[src/rtl/if_fetch_ctrl.sv]
// Instruction-fetch control: owns the PC, a single-outstanding req/ack port to imem,
// a one-entry hold buffer for words IF/ID cannot take yet, and the IF/ID register.
module if_fetch_ctrl #(
    parameter logic [31:0] RESET_PC  = 32'h0000_0000,
    parameter logic [31:0] PC_STEP   = 32'd4,
    parameter logic [31:0] NOP_INSTR = 32'h0000_0000
) (
    input  logic        clk_i,
    input  logic        rst_i,
    input  logic        pc_write_i,
    input  logic        if_id_write_i,
    input  logic        if_flush_i,
    input  logic        redirect_i,
    input  logic [31:0] redirect_pc_i,
    output logic        imem_req_o,
    output logic [31:0] imem_addr_o,
    input  logic        imem_ack_i,
    input  logic [31:0] imem_data_i,
    output logic [31:0] if_id_pc4_o,
    output logic [31:0] if_id_instr_o,
    output logic        if_id_valid_o,
    output logic        fetch_busy_o
);

    localparam logic [1:0] S_IDLE = 2'd0;
    localparam logic [1:0] S_WAIT = 2'd1;
    localparam logic [1:0] S_HOLD = 2'd2;

    logic [1:0]  r_state;
    logic [31:0] r_pc;
    logic        r_drop;
    logic [31:0] r_req_pc;
    logic [31:0] r_buf_pc4;
    logic [31:0] r_buf_instr;
    logic [31:0] r_ifid_pc4;
    logic [31:0] r_ifid_instr;
    logic        r_ifid_valid;

    logic        w_issue;
    logic        w_accept;
    logic        w_ack_word;
    logic        w_buf_word;
    logic [31:0] w_new_pc4;
    logic [31:0] w_new_instr;

    // A redirect in the same cycle suppresses the fetch: the old PC is already stale.
    assign w_issue     = rst_i & (r_state == S_IDLE) & pc_write_i & ~redirect_i;
    assign w_accept    = if_id_write_i & ~if_flush_i;
    assign w_ack_word  = (r_state == S_WAIT) & imem_ack_i & ~r_drop & ~redirect_i;
    assign w_buf_word  = (r_state == S_HOLD) & ~redirect_i;
    assign w_new_pc4   = w_buf_word ? r_buf_pc4 : (r_req_pc + PC_STEP);
    assign w_new_instr = w_buf_word ? r_buf_instr : imem_data_i;

    assign imem_req_o    = w_issue;
    assign imem_addr_o   = r_pc;
    assign fetch_busy_o  = (r_state != S_IDLE);
    assign if_id_pc4_o   = r_ifid_pc4;
    assign if_id_instr_o = r_ifid_instr;
    assign if_id_valid_o = r_ifid_valid;

    always_ff @(posedge clk_i) begin
        if (!rst_i) begin
            r_state      <= S_IDLE;
            r_pc         <= RESET_PC;
            r_drop       <= 1'b0;
            r_ifid_pc4   <= 32'h0;
            r_ifid_instr <= NOP_INSTR;
            r_ifid_valid <= 1'b0;
        end else begin
            if (redirect_i) begin
                r_pc <= redirect_pc_i;
            end else if (w_issue) begin
                r_pc <= r_pc + PC_STEP;
            end

            case (r_state)
                S_IDLE: begin
                    if (w_issue) begin
                        r_state <= S_WAIT;
                    end
                end
                S_WAIT: begin
                    if (imem_ack_i) begin
                        if (r_drop || redirect_i) begin
                            r_drop  <= 1'b0;
                            r_state <= S_IDLE;
                        end else if (w_accept) begin
                            r_state <= S_IDLE;
                        end else begin
                            r_state <= S_HOLD;
                        end
                    end else if (redirect_i) begin
                        // Fetch in flight is now wrong-path; swallow its ack when it lands.
                        r_drop <= 1'b1;
                    end
                end
                S_HOLD: begin
                    if (redirect_i || w_accept) begin
                        r_state <= S_IDLE;
                    end
                end
                default: r_state <= S_IDLE;
            endcase

            // A bubble clears instr/valid but leaves pc4 as it was.
            if (if_flush_i) begin
                r_ifid_pc4   <= 32'h0;
                r_ifid_instr <= NOP_INSTR;
                r_ifid_valid <= 1'b0;
            end else if (if_id_write_i) begin
                if (w_ack_word || w_buf_word) begin
                    r_ifid_pc4   <= w_new_pc4;
                    r_ifid_instr <= w_new_instr;
                    r_ifid_valid <= 1'b1;
                end else begin
                    r_ifid_instr <= NOP_INSTR;
                    r_ifid_valid <= 1'b0;
                end
            end
        end
    end

    // Request address and buffered word are plain data; the FSM qualifies them.
    always_ff @(posedge clk_i) begin
        if (w_issue) begin
            r_req_pc <= r_pc;
        end
        if ((r_state == S_WAIT) && w_ack_word && !w_accept) begin
            r_buf_pc4   <= w_new_pc4;
            r_buf_instr <= imem_data_i;
        end
    end

endmodule

[config.mk]
export PLATFORM = sky130hd
export DESIGN_NAME = if_fetch_ctrl
export DESIGN_NICKNAME = d
export VERILOG_FILES = /design/src/rtl/if_fetch_ctrl.sv
export SDC_FILE = /design/constraint.sdc
export NUM_CORES = 1
export LEC_CHECK = 0
export ABC_AREA = 1
export CAP_MARGIN = 30
export CORE_MARGIN = 3
export CORE_UTILIZATION = 50
export DETAILED_ROUTE_END_ITERATION = 16
export GPL_TIMING_DRIVEN = 0
export PLACE_DENSITY = 0.87
export SLEW_MARGIN = 20
export SYNTH_ARGS = -nofsm -noshare
export SYNTH_HDL_FRONTEND = slang
export SYNTH_SLANG_ARGS = --single-unit
[constraint.sdc]
create_clock -name clk_i -period 5.3 [get_ports clk_i]
set_clock_uncertainty 0.05 [all_clocks]
set_input_delay 1.06 -clock clk_i [delete_from_list [all_inputs] [get_ports clk_i]]
set_output_delay 1.06 -clock clk_i [all_outputs]
set_load 0.005 [all_outputs]
# Word level (Yosys, flattened, before mapping)
# Cells that the tools add are included.
# W data, S select, Z words.
dict set report totals {
  output_inout_bits 99
  elab_cells 58
  regBits 196
  inputBits 71
}
dict set report classes {
  eq_ne 6
  reduce_logical 14
  add_sub_neg 2
  mux 15
  n_bitwise 12
}
# op n
set ops {}
lappend ops {{$mux W32} 5}
lappend ops {{$add A32 B3 Y32 const B} 2}
lappend ops {{$mux W2} 5}
lappend ops {{$and A1 B1 Y1} 8}
lappend ops {{$pmux W2 S3} 1}
lappend ops {{$reduce_and A3 Y1} 2}
lappend ops {{$reduce_bool A2 Y1} 3}
lappend ops {{$mux W1} 4}
lappend ops {{$ne A2 B1 Y1 const B} 2}
lappend ops {{$ne A2 B2 Y1 const B} 2}
lappend ops {{$not A1 Y1} 4}
lappend ops {{$logic_or A1 B1 Y1} 3}
lappend ops {{$eq A2 B1 Y1 const B} 1}
lappend ops {{$eq A2 B2 Y1 const B} 1}
lappend ops {{$logic_and A1 B1 Y1} 2}
lappend ops {{$logic_not A2 Y1} 1}
lappend ops {{$reduce_and A2 Y1} 1}
lappend ops {{$reduce_or A2 Y1} 1}
lappend ops {{$logic_not A1 Y1} 1}

# Logic depth before layout (Yosys ltp)
# Gate-level depths: netlist of run 1.
dict set report depth {
  depth_word 6
  depth_mapped 11
}

# Least setup slack after synthesis of run 1
# OpenSTA, ideal clock, no wires.
dict set report synth_timing {
  kind {input port to flip-flop}
  startpoint {input port redirect_i}
  endpoint {register r_buf_instr[0], enable pin}
  slack_ns 0.575
  required_time_ns 4.764
  arrival_ns 4.189
  path_stages 6
  setup_time_ns 0.486
  cell_sequence {buf_2 -> inv_4 -> nand2_1 -> inv_2 -> nand2_2 -> nor2_1}
}
dict set report synth_between {
  elab_chain_len 4
}
# item line_no
set synth_rtl {}
lappend synth_rtl {{from (decl)} 13} ;# input logic redirect_i,
lappend synth_rtl {{$not A1 Y1} 49} ;# assign w_ack_word = (r_state == S_WAIT) & imem_ack_i & ~r_drop & ~redirect_i;
lappend synth_rtl {{$and A1 B1 Y1} 49}
lappend synth_rtl {{$logic_and A1 B1 Y1 (2 in series)} 128} ;# if ((r_state == S_WAIT) && w_ack_word && !w_accept) begin
lappend synth_rtl {{to (signal assigned)} 130} ;# r_buf_instr <= imem_data_i;
lappend synth_rtl {{to (decl)} 34} ;# logic [31:0] r_buf_instr;
# Every way passes these cells.
# A chain may end at the register's enable or synchronous reset.

# Worst setup path in the final report of run 1
dict set report layout_timing {
  startpoint {input port rst_i}
  endpoint {output port imem_req_o}
}
dict set report layout_between {
  elab_chain_len 3
}
# item line_no
set layout_rtl {}
lappend layout_rtl {{from (decl)} 9} ;# input logic rst_i,
lappend layout_rtl {{$and A1 B1 Y1 (3 in series)} 47} ;# assign w_issue = rst_i & (r_state == S_IDLE) & pc_write_i & ~redirect_i;
lappend layout_rtl {{to (decl)} 15} ;# output logic imem_req_o,
# Every way passes these cells.

==> impl_metrics.py, run 1 <==
metrics = {
    "synthesis": {
        "syn-cell-area_sq_mm": 0.00916,
        "yosysTopAreaCell": "edfxtp_1",
        "netlist_instances": 1191,
        "avgSynthCellArea_sq_um": 7.69,
        "synth-edff-count": 96,
        "ys_dominant_reg_cell": "dfxtp_1",
        "ys_types": 34,
        "synth_seq_area_share_pct": 53.3,
        "yosys.area.top_type_share_pct": 31.5,
        "async_reset_ff_share_pct": 0,
        "yosysMostFrequentCell": "nand2_1",
        "synth_area_leaders": "edfxtp_1, dfxtp_1, nand2_1",
        "ys_seq_elements": 196,
        "yosysWarningCount": 0,
        "syn_nets": 1264,
        "yosys-top-cells-count": "nand2_1, nor2_1, dfxtp_1, inv_1, edfxtp_1",
    },
    "clock_network": {
        "cts_root_buf": "clkbuf_16",
        "post-cts-setup-buffer-count": 0,
        "numCtsBuffers": 17,
        "clock-sinks": 196,
        "cts_buffer_depth": 2,
        "clk_pin_slew_ns": 0.08,
        "cts_resized": 0,
        "cts_max_level": 4,
        "worstSkewPairLatency_ns": 0.45,
        "holdBufCountCts": 0,
        "cts_tree": "built",
    },
    "place": {
        "place_congestion": 0.986,
        "place_worst_setup_slack_ns": 0.351,
        "portBuffers": 168,
        "place_hpwl_microns": 18200,
    },
    "critical_path": {
        "crit_arrival_ns": 3.85,
        "end_kind": "output pin",
        "critPathKind": "in -> out",
        "crit_chain": "clkdlybuf4s50_1 > nand4_1 > nor2_2 > buf_2 > clkdlybuf4s50_1",
        "cpMostUsedCell": "clkdlybuf4s50_1",
        "crit_family": "buffers and inverters",
        "critical_path.slowest_cell": "buf_2",
        "worstPathRequired_ns": 4.19,
        "startpoint_type": "primary input",
        "critPathMaxFanout": 42,
        "r2r_cells": 4,
        "critPathBufInv": 3,
        "max_stage_delay_ns": 0.79,
        "crit_cells": 5,
    },
    "timing": {
        "finalCritPeriodShare_pct": 93.6,
        "fin_ws_ns": 0.340,
        "layout_min_cycle_time_ns": 4.96,
        "drv_slew": 0,
        "setup_viol": 0,
        "final.setup.tns_ns": 0,
        "max_freq_mhz": 202,
        "rsz0062_at_grt": "no",
        "report.final.hold_viol_count": 0,
        "worst_pin_slew_ns": 0.885,
        "slew_headroom_pct": 41.0,
    },
    "global_routing": {
        "use_met3_pct": 5.02,
        "busiest_layer": "met2",
        "met2_usage_pct": 40.4,
        "met1_usage_pct": 32.0,
        "grt_pass1_wl_microns": 39300,
        "grt_usage_pct": 24.5,
        "grt_pass1_vias": 8012,
        "grt_max_degree": 43,
        "grt_overflow": 0,
        "antenna_found_initial": 0,
    },
    "hold_path": {
        "min_path_type": "reg -> reg",
        "worstHoldPathCells": 2,
    },
    "pwr": {
        "clock_power_share_pct": 40.0,
        "ir_drop_uv": 237,
        "switching_power_mw": 0.790,
        "p_leak_nw": 4.58,
        "internal_power_mw": 2.36,
        "power_density_mw_per_mm2": 267,
        "power_frac_seq_pct": 52.4,
        "p_sw_share_pct": 25.1,
        "pwr-share-comb_pct": 7.6,
    },
    "drt": {
        "routed_wl_microns": 24700,
        "drtPass1Iterations": 6,
        "num_vias": 8523,
        "ant_nets": 0,
        "wl_per_cell_microns": 15.3,
        "via_per_inst": 5.26,
        "drc": 0,
        "first_iter_violations": 712,
    },
    "floorplan": {
        "rows": 48,
        "die_height_microns": 141,
        "core_area_sq_mm": 0.0176,
        "die_x_microns": 141,
        "dieArea_sq_mm": 0.0200,
        "io_pins": 170,
        "start_util_pct": 52.0,
    },
    "final_layout": {
        "antennaDiodeCount": 0,
        "area_growth_syn_to_layout_pct": 28.8,
        "nets": 1454,
        "n_fill_cell": 1405,
        "drive_above_1_share_pct": 4.81,
    },
    "run_status": {
        "status": "finished clean",
    },
    "flow_run": {
        "cap_viol_max_count": 0,
    },
}
[worst paths after layout]
path	from	end	slack, ns
min reg2reg	if_id_instr_o[6]	if_id_instr_o[6]	0.42
max reg2reg	r_state[0]	r_req_pc[19]	2.93
max	rst_i	imem_req_o	0.34
min	if_id_instr_o[6]	if_id_instr_o[6]	0.42
[worst min-delay path: cells and delay by family, from the launching register on]
family | cells | cell delay, ns
flops | 1 | 0.31
compound gates | 1 | 0.05
simple gates | 1 | 0.06
[power groups by stage]
stage / clock network, mW / registers, mW / logic, mW
after global placement: 0 / 1.69 / 0.226
final: 1.26 / 1.65 / 0.238
after detailed placement: 0 / 1.69 / 0.234
after floorplan: 0 / 1.68 / 0.109
after global routing: 1.34 / 1.66 / 0.262
after CTS: 1.27 / 1.65 / 0.237
[through the flow]
step / instances / instance area [sq um] / hold WS (ns) / utilization, % / total power [mW]
3_3_place_gp: 1584 / 11100 / 0.402 / 63.2 / 1.91
5_1_grt: 1619 / 11800 / 0.439 / 67.0 / 3.26
4_1_cts: 1619 / 11800 / 0.417 / 67.0 / 3.16
6_report: 1619 / 11800 / 0.415 / 67.0 / 3.15
2_1_floorplan: 1191 / 9160 / 0.399 / - / 1.78
3_5_place_dp: 1587 / 11200 / 0.405 / 63.7 / 1.92
[flip-flops by register name, indices dropped and copies added (netlist names)]
signal and flops:
if_id_instr_o 32, if_id_pc4_o 32, if_id_valid_o 1, imem_addr_o 32
r_buf_instr 32, r_buf_pc4 32, r_drop 1, r_req_pc 32
r_state 2
[cell usage in the layout, fill, tap and decap left out, types with 9 or more instances in the layout]
cell,n
nand3_1,74
edfxtp_1,96
clkbuf_16,17
a21oi_1,59
dfxtp_1,100
clkdlybuf4s50_1,168
inv_1,100
buf_2,12
o21ai_0,49
clkbuf_1,20
nand2_1,447
nor2_1,154
xor2_1,9
[layer usage]
| metal | up-vias | wire, microns |
|---|---|---|
| met5 | - | 0 |
| met3 | 46 | 1940 |
| li1 | 4198 | - |
| met1 | 3906 | 10300 |
| met2 | 373 | 11900 |
| met4 | 0 | 580 |
[cells by family after synthesis]
logic type / Yosys count / synth area share (%)
fa+ha+maj: 2 / 0.273
xor+xnor: 15 / 1.43
simple gates: 693 / 30.0
flops: 196 / 53.3
compound gates: 136 / 8.17
buf+inv: 149 / 6.79
[layout make-up]
type / count / area (sq um) / area share, %
well taps: 225 / 282 / 2.39
repair buffers: 171 / 1760 / 15.0
inverters: 105 / 397 / 3.36
clock inverters: 15 / 163 / 1.38
flip-flops and latches: 196 / 4880 / 41.4
multi-input cells: 846 / 3660 / 31.0
clock buffers: 17 / 425 / 3.61
plain buffers: 44 / 225 / 1.91
Power figures use the tool's default switching activity.
==> inputs of run 2 (changes only) <==
--- a/config.mk
+++ b/config.mk
@@ -7,7 +7,6 @@
 export LEC_CHECK = 0
 export ABC_AREA = 1
 export CAP_MARGIN = 30
-export CORE_MARGIN = 3
 export CORE_UTILIZATION = 50
 export DETAILED_ROUTE_END_ITERATION = 16
 export GPL_TIMING_DRIVEN = 0
==> run 2 against run 1 <==
Effect of this change:
- global-route usage rose by 1.4 points
- non-clock buffer count fell by 1
- count of clock-buffer cells in the layout did not move
- critical path depth did not move
- sequential cell count did not move
- utilization fell by 1.4 points
- critical endpoint unchanged
==> impl_metrics.py, run 2 (synthesized netlist as in run 1, its figures left out) <==
metrics = {
    "clock_network": {
        "cts_buffer_depth": 2,
        "post-cts-setup-buffer-count": 0,
        "cts_tree": "built",
        "cts_root_buf": "clkbuf_16",
        "holdBufCountCts": 0,
        "cts_resized": 0,
        "numCtsBuffers": 17,
        "worstSkewPairLatency_ns": 0.44,
        "clk_pin_slew_ns": 0.08,
        "clock-sinks": 196,
        "cts_max_level": 4,
    },
    "critical_path": {
        "critPathBufInv": 3,
        "critPathKind": "in -> out",
        "end_kind": "output pin",
        "max_stage_delay_ns": 0.81,
        "crit_chain": "clkdlybuf4s50_1 > nand4_1 > nor2_2 > buf_2 > clkdlybuf4s50_1",
        "crit_family": "buffers and inverters",
        "critical_path.slowest_cell": "buf_2",
        "r2r_cells": 4,
        "worstPathRequired_ns": 4.19,
        "crit_arrival_ns": 3.78,
        "cpMostUsedCell": "clkdlybuf4s50_1",
        "startpoint_type": "primary input",
        "crit_cells": 5,
        "critPathMaxFanout": 42,
    },
    "global_routing": {
        "grt_usage_pct": 25.9,
        "grt_pass1_vias": 7887,
        "grt_overflow": 0,
        "grt_max_degree": 43,
        "grt_pass1_wl_microns": 37800,
        "antenna_found_initial": 0,
    },
    "final_layout": {
        "utilization_pct": 65.7,
        "antennaDiodeCount": 0,
        "area_growth_syn_to_layout_pct": 28.8,
        "final_common_cell": "nand2_1",
        "nets": 1453,
        "design_area_sq_mm": 0.0118,
        "drive_above_1_share_pct": 4.67,
        "mostFrequentLayoutCells": "nand2_1, clkdlybuf4s50_1, nor2_1",
        "n_fill_cell": 1443,
    },
    "drt": {
        "drtPass1Iterations": 5,
        "first_iter_violations": 527,
        "num_vias": 8453,
        "ant_nets": 0,
        "dr_wl_met2_microns": 11200,
        "drc": 0,
        "via_per_inst": 5.21,
        "wl_met3_microns": 1800,
        "wl_per_cell_microns": 14.6,
        "routed_wl_microns": 23700,
        "drt-met1-wl_microns": 10100,
        "topRoutingLayerUsed": "met4",
    },
    "place": {
        "dpl_cell_area_sq_mm": 0.0112,
        "place_congestion": 0.951,
        "place_hpwl_microns": 17500,
        "portBuffers": 168,
    },
    "timing": {
        "report.final.hold_viol_count": 0,
        "max_freq_mhz": 204,
        "layout_min_cycle_time_ns": 4.89,
        "worst_pin_slew_ns": 0.904,
        "setup_viol": 0,
        "final.setup.tns_ns": 0,
        "hold_slack_ns": 0.415,
        "finalCritPeriodShare_pct": 92.3,
        "drv_slew": 0,
        "slew_headroom_pct": 39.7,
        "rsz0062_at_grt": "no",
    },
    "pwr": {
        "power_density_mw_per_mm2": 271,
        "ir_drop_uv": 233,
        "p_leak_nw": 4.58,
    },
    "flow_run": {
        "cap_viol_max_count": 0,
    },
    "hold_path": {
        "min_path_type": "reg -> reg",
        "worstHoldPathCells": 2,
    },
    "floorplan": {
        "die_x_microns": 137,
        "io_pins": 170,
        "die_height_microns": 137,
        "dieArea_sq_mm": 0.0189,
        "start_util_pct": 51.0,
        "rows": 49,
        "core_area_sq_mm": 0.0180,
    },
    "run_status": {
        "status": "finished clean",
    },
}
run 2: area by class of cell:
class | count | area, sq um | area share (%)
sequential | 196 | 4880 | 41.4
timing repair buffer | 170 | 1740 | 14.7
buffer | 44 | 225 | 1.91
clock inverter | 15 | 184 | 1.56
tap | 229 | 287 | 2.43
clock buffer | 17 | 425 | 3.61
inverter | 105 | 397 | 3.36
multi-input combinational | 846 | 3660 | 31.0
run 2: where the power goes:
| group | internal, mW | total [mW] | switching, mW |
|---|---|---|---|
| Combinational | 0.116 | 0.235 | 0.119 |
| Sequential | 1.62 | 1.65 | 0.0373 |
| Clock | 0.677 | 1.31 | 0.628 |
run 2: stage by stage:
step                setup WS [ns]  total power [mW]  instances
finish                      0.406              3.19       1622
global route                0.261              3.28       1622
CTS                         0.407              3.19       1622
detailed placement          0.431              1.92       1590
global placement           -0.952              1.91       1588
floorplan                   0.575              1.78       1191
run 2: tightest hold or removal path: stages, from the launching register on:
cell	delay, ns
dfxtp_1	0.31
nand2_1	0.06
a21oi_1	0.05
run 2: routing by layer:
metal  global-route usage [%]  vias up
li1                         -     4201
met1                     33.5     3815
met2                     42.8      378
met3                     3.94       59
met4                     12.1        0
met5                        0        -
run 2: final timing paths:
check | slack, ns | endpoint | start
worst min register to register | 0.42 | if_id_instr_o[28] | if_id_instr_o[28]
worst max-delay path | 0.41 | imem_req_o | rst_i
worst min-delay path | 0.42 | if_id_instr_o[28] | if_id_instr_o[28]
worst max register to register | 2.96 | r_req_pc[23] | r_state[0]
==> inputs of run 3 (changes only) <==
--- a/config.mk
+++ b/config.mk
@@ -7,6 +7,7 @@
 export LEC_CHECK = 0
 export ABC_AREA = 1
 export CAP_MARGIN = 30
+export CORE_ASPECT_RATIO = 1.25
 export CORE_UTILIZATION = 50
 export DETAILED_ROUTE_END_ITERATION = 16
 export GPL_TIMING_DRIVEN = 0
==> run 3 against run 2 <==
Effect of this change:
- die area barely moved
- setup slack worse by 0.14 ns
- first-iteration DRC count fell by 9.5%
- register-to-register slack got worse by 0.10 ns
- final cell count decreased by 0.25%
- count of clock-buffer cells in the layout rose by 2
- power up 0.56%
- maximum frequency decreased by 2.8%
- critical path type unchanged
- largest cell class unchanged
==> impl_metrics.py, run 3 (synthesized netlist as in run 1, its figures left out) <==
metrics = {
    "run_status": {
        "status": "finished clean",
    },
    "pwr": {
        "ir_drop_uv": 241,
        "p_leak_nw": 4.59,
        "power_density_mw_per_mm2": 272,
    },
    "timing": {
        "layout_min_cycle_time_ns": 5.03,
        "hold_slack_ns": 0.414,
        "setup_viol": 0,
        "finalCritPeriodShare_pct": 95.0,
        "slew_headroom_pct": 41.1,
        "drv_slew": 0,
        "report.final.hold_viol_count": 0,
        "max_freq_mhz": 199,
        "worst_pin_slew_ns": 0.884,
        "rsz0062_at_grt": "no",
    },
    "clock_network": {
        "worstSkewPairLatency_ns": 0.44,
        "cts_buffer_depth": 2,
        "cts_resized": 0,
        "holdBufCountCts": 0,
        "numCtsBuffers": 17,
        "clk_pin_slew_ns": 0.07,
        "clock-sinks": 196,
        "cts_max_level": 4,
        "post-cts-setup-buffer-count": 0,
        "cts_root_buf": "clkbuf_16",
        "cts_tree": "built",
    },
    "floorplan": {
        "dieArea_sq_mm": 0.0189,
        "die_x_microns": 123,
        "rows": 54,
        "start_util_pct": 51.7,
        "die_height_microns": 153,
        "core_area_sq_mm": 0.0177,
        "io_pins": 170,
    },
    "drt": {
        "via_per_inst": 5.17,
        "drtPass1Iterations": 6,
        "first_iter_violations": 477,
        "num_vias": 8365,
        "routed_wl_microns": 24100,
        "drc": 0,
        "wl_per_cell_microns": 14.9,
        "ant_nets": 0,
    },
    "global_routing": {
        "grt_max_degree": 43,
        "antenna_found_initial": 0,
        "grt_usage_pct": 26.2,
        "grt_overflow": 0,
        "grt_pass1_wl_microns": 38600,
        "grt_pass1_vias": 7995,
    },
    "critical_path": {
        "r2r_cells": 4,
        "critPathBufInv": 3,
        "max_stage_delay_ns": 0.80,
        "crit_family": "buffers and inverters",
        "cpMostUsedCell": "clkdlybuf4s50_1",
        "crit_path_end": "imem_req_o",
        "critPathKind": "in -> out",
        "critPathMaxFanout": 42,
        "crit_arrival_ns": 3.92,
        "rr_startpoint": "r_state[0]",
        "r2r_end": "r_req_pc[25]",
        "critical_path.slowest_cell": "buf_2",
        "crit_chain": "clkdlybuf4s50_1 > nand4_1 > nor2_2 > buf_2 > clkdlybuf4s50_1",
        "r2r_slack_ns": 2.86,
        "worstPathRequired_ns": 4.19,
        "end_kind": "output pin",
        "startpoint_type": "primary input",
        "critPathLaunch": "rst_i",
        "crit_cells": 5,
    },
    "final_layout": {
        "utilization_pct": 66.7,
        "area_growth_syn_to_layout_pct": 29.0,
        "drive_above_1_share_pct": 4.73,
        "final_common_cell": "nand2_1",
        "antennaDiodeCount": 0,
        "n_fill_cell": 1418,
        "mostFrequentLayoutCells": "nand2_1, clkdlybuf4s50_1, nor2_1",
        "nets": 1454,
    },
    "place": {
        "portBuffers": 168,
        "place_hpwl_microns": 17900,
        "place_congestion": 0.959,
    },
    "hold_path": {
        "min_path_type": "reg -> reg",
    },
    "flow_run": {
        "cap_viol_max_count": 0,
    },
}
-- run 3: cell count changes in the layout (fill, tap and decap cells not counted) --
cell,before,now
clkinv_8,4,0
buf_16,2,3
bufinv_16,1,2
clkbuf_1,20,21
clkbuf_8,0,1
clkinv_1,3,2
clkinvlp_4,1,2
inv_6,3,4
-- run 3: area by class of cell --
| type | count | area, sq um | share of cell area [%] |
|---|---|---|---|
| timing repair buffer | 171 | 1760 | 14.9 |
| buffer | 44 | 225 | 1.91 |
| sequential | 196 | 4880 | 41.4 |
| tap | 224 | 280 | 2.37 |
| inverter | 105 | 397 | 3.36 |
| clock inverter | 13 | 161 | 1.37 |
| clock buffer | 19 | 443 | 3.75 |
| multi-input combinational | 846 | 3660 | 31.0 |
-- run 3: through the flow --
stage               std cells  cell area, sq um  worst slack [ns]  total power, mW  TNS (ns)
CTS                      1618             11800             0.275             3.22         0
global route             1618             11800             0.126             3.32         0
detailed placement       1586             11200             0.278             1.92         0
global placement         1583             11100            -0.898             1.91    -57.17
finish                   1618             11800             0.265             3.21         0
floorplan                1191              9160             0.575             1.78         0
-- run 3: layer usage --
metal | share of wire (%) | wire [microns] | GRT usage (%) | vias up
met5 | 0 | 0 | 0 | -
met4 | 2.9 | 699 | 11.1 | 0
met3 | 5.8 | 1400 | 4.48 | 41
met2 | 51 | 12200 | 46.9 | 291
met1 | 41 | 9810 | 30.4 | 3840
li1 | - | - | - | 4193
-- run 3: worst min-delay path by stage --
stage | start | endpoint | slack (ns) | cells past startpoint
after global routing | if_id_instr_o[16] | if_id_instr_o[16] | 0.43 | 2
final | imem_addr_o[1] | r_req_pc[1] | 0.41 | 0
after global placement | if_id_pc4_o[4] | if_id_pc4_o[4] | 0.40 | 2
after detailed placement | imem_addr_o[0] | r_req_pc[0] | 0.40 | 0
after CTS | if_id_instr_o[16] | if_id_instr_o[16] | 0.42 | 2
after floorplan | imem_addr_o[0] | r_req_pc[0] | 0.40 | 0
-- run 3: report_power, final --
part           internal (mW)  switching (mW)  leakage, nW
registers               1.62          0.0366         1.68
logic                  0.117           0.120         2.62
clock network          0.725           0.597        0.291
total                   2.46           0.754         4.59
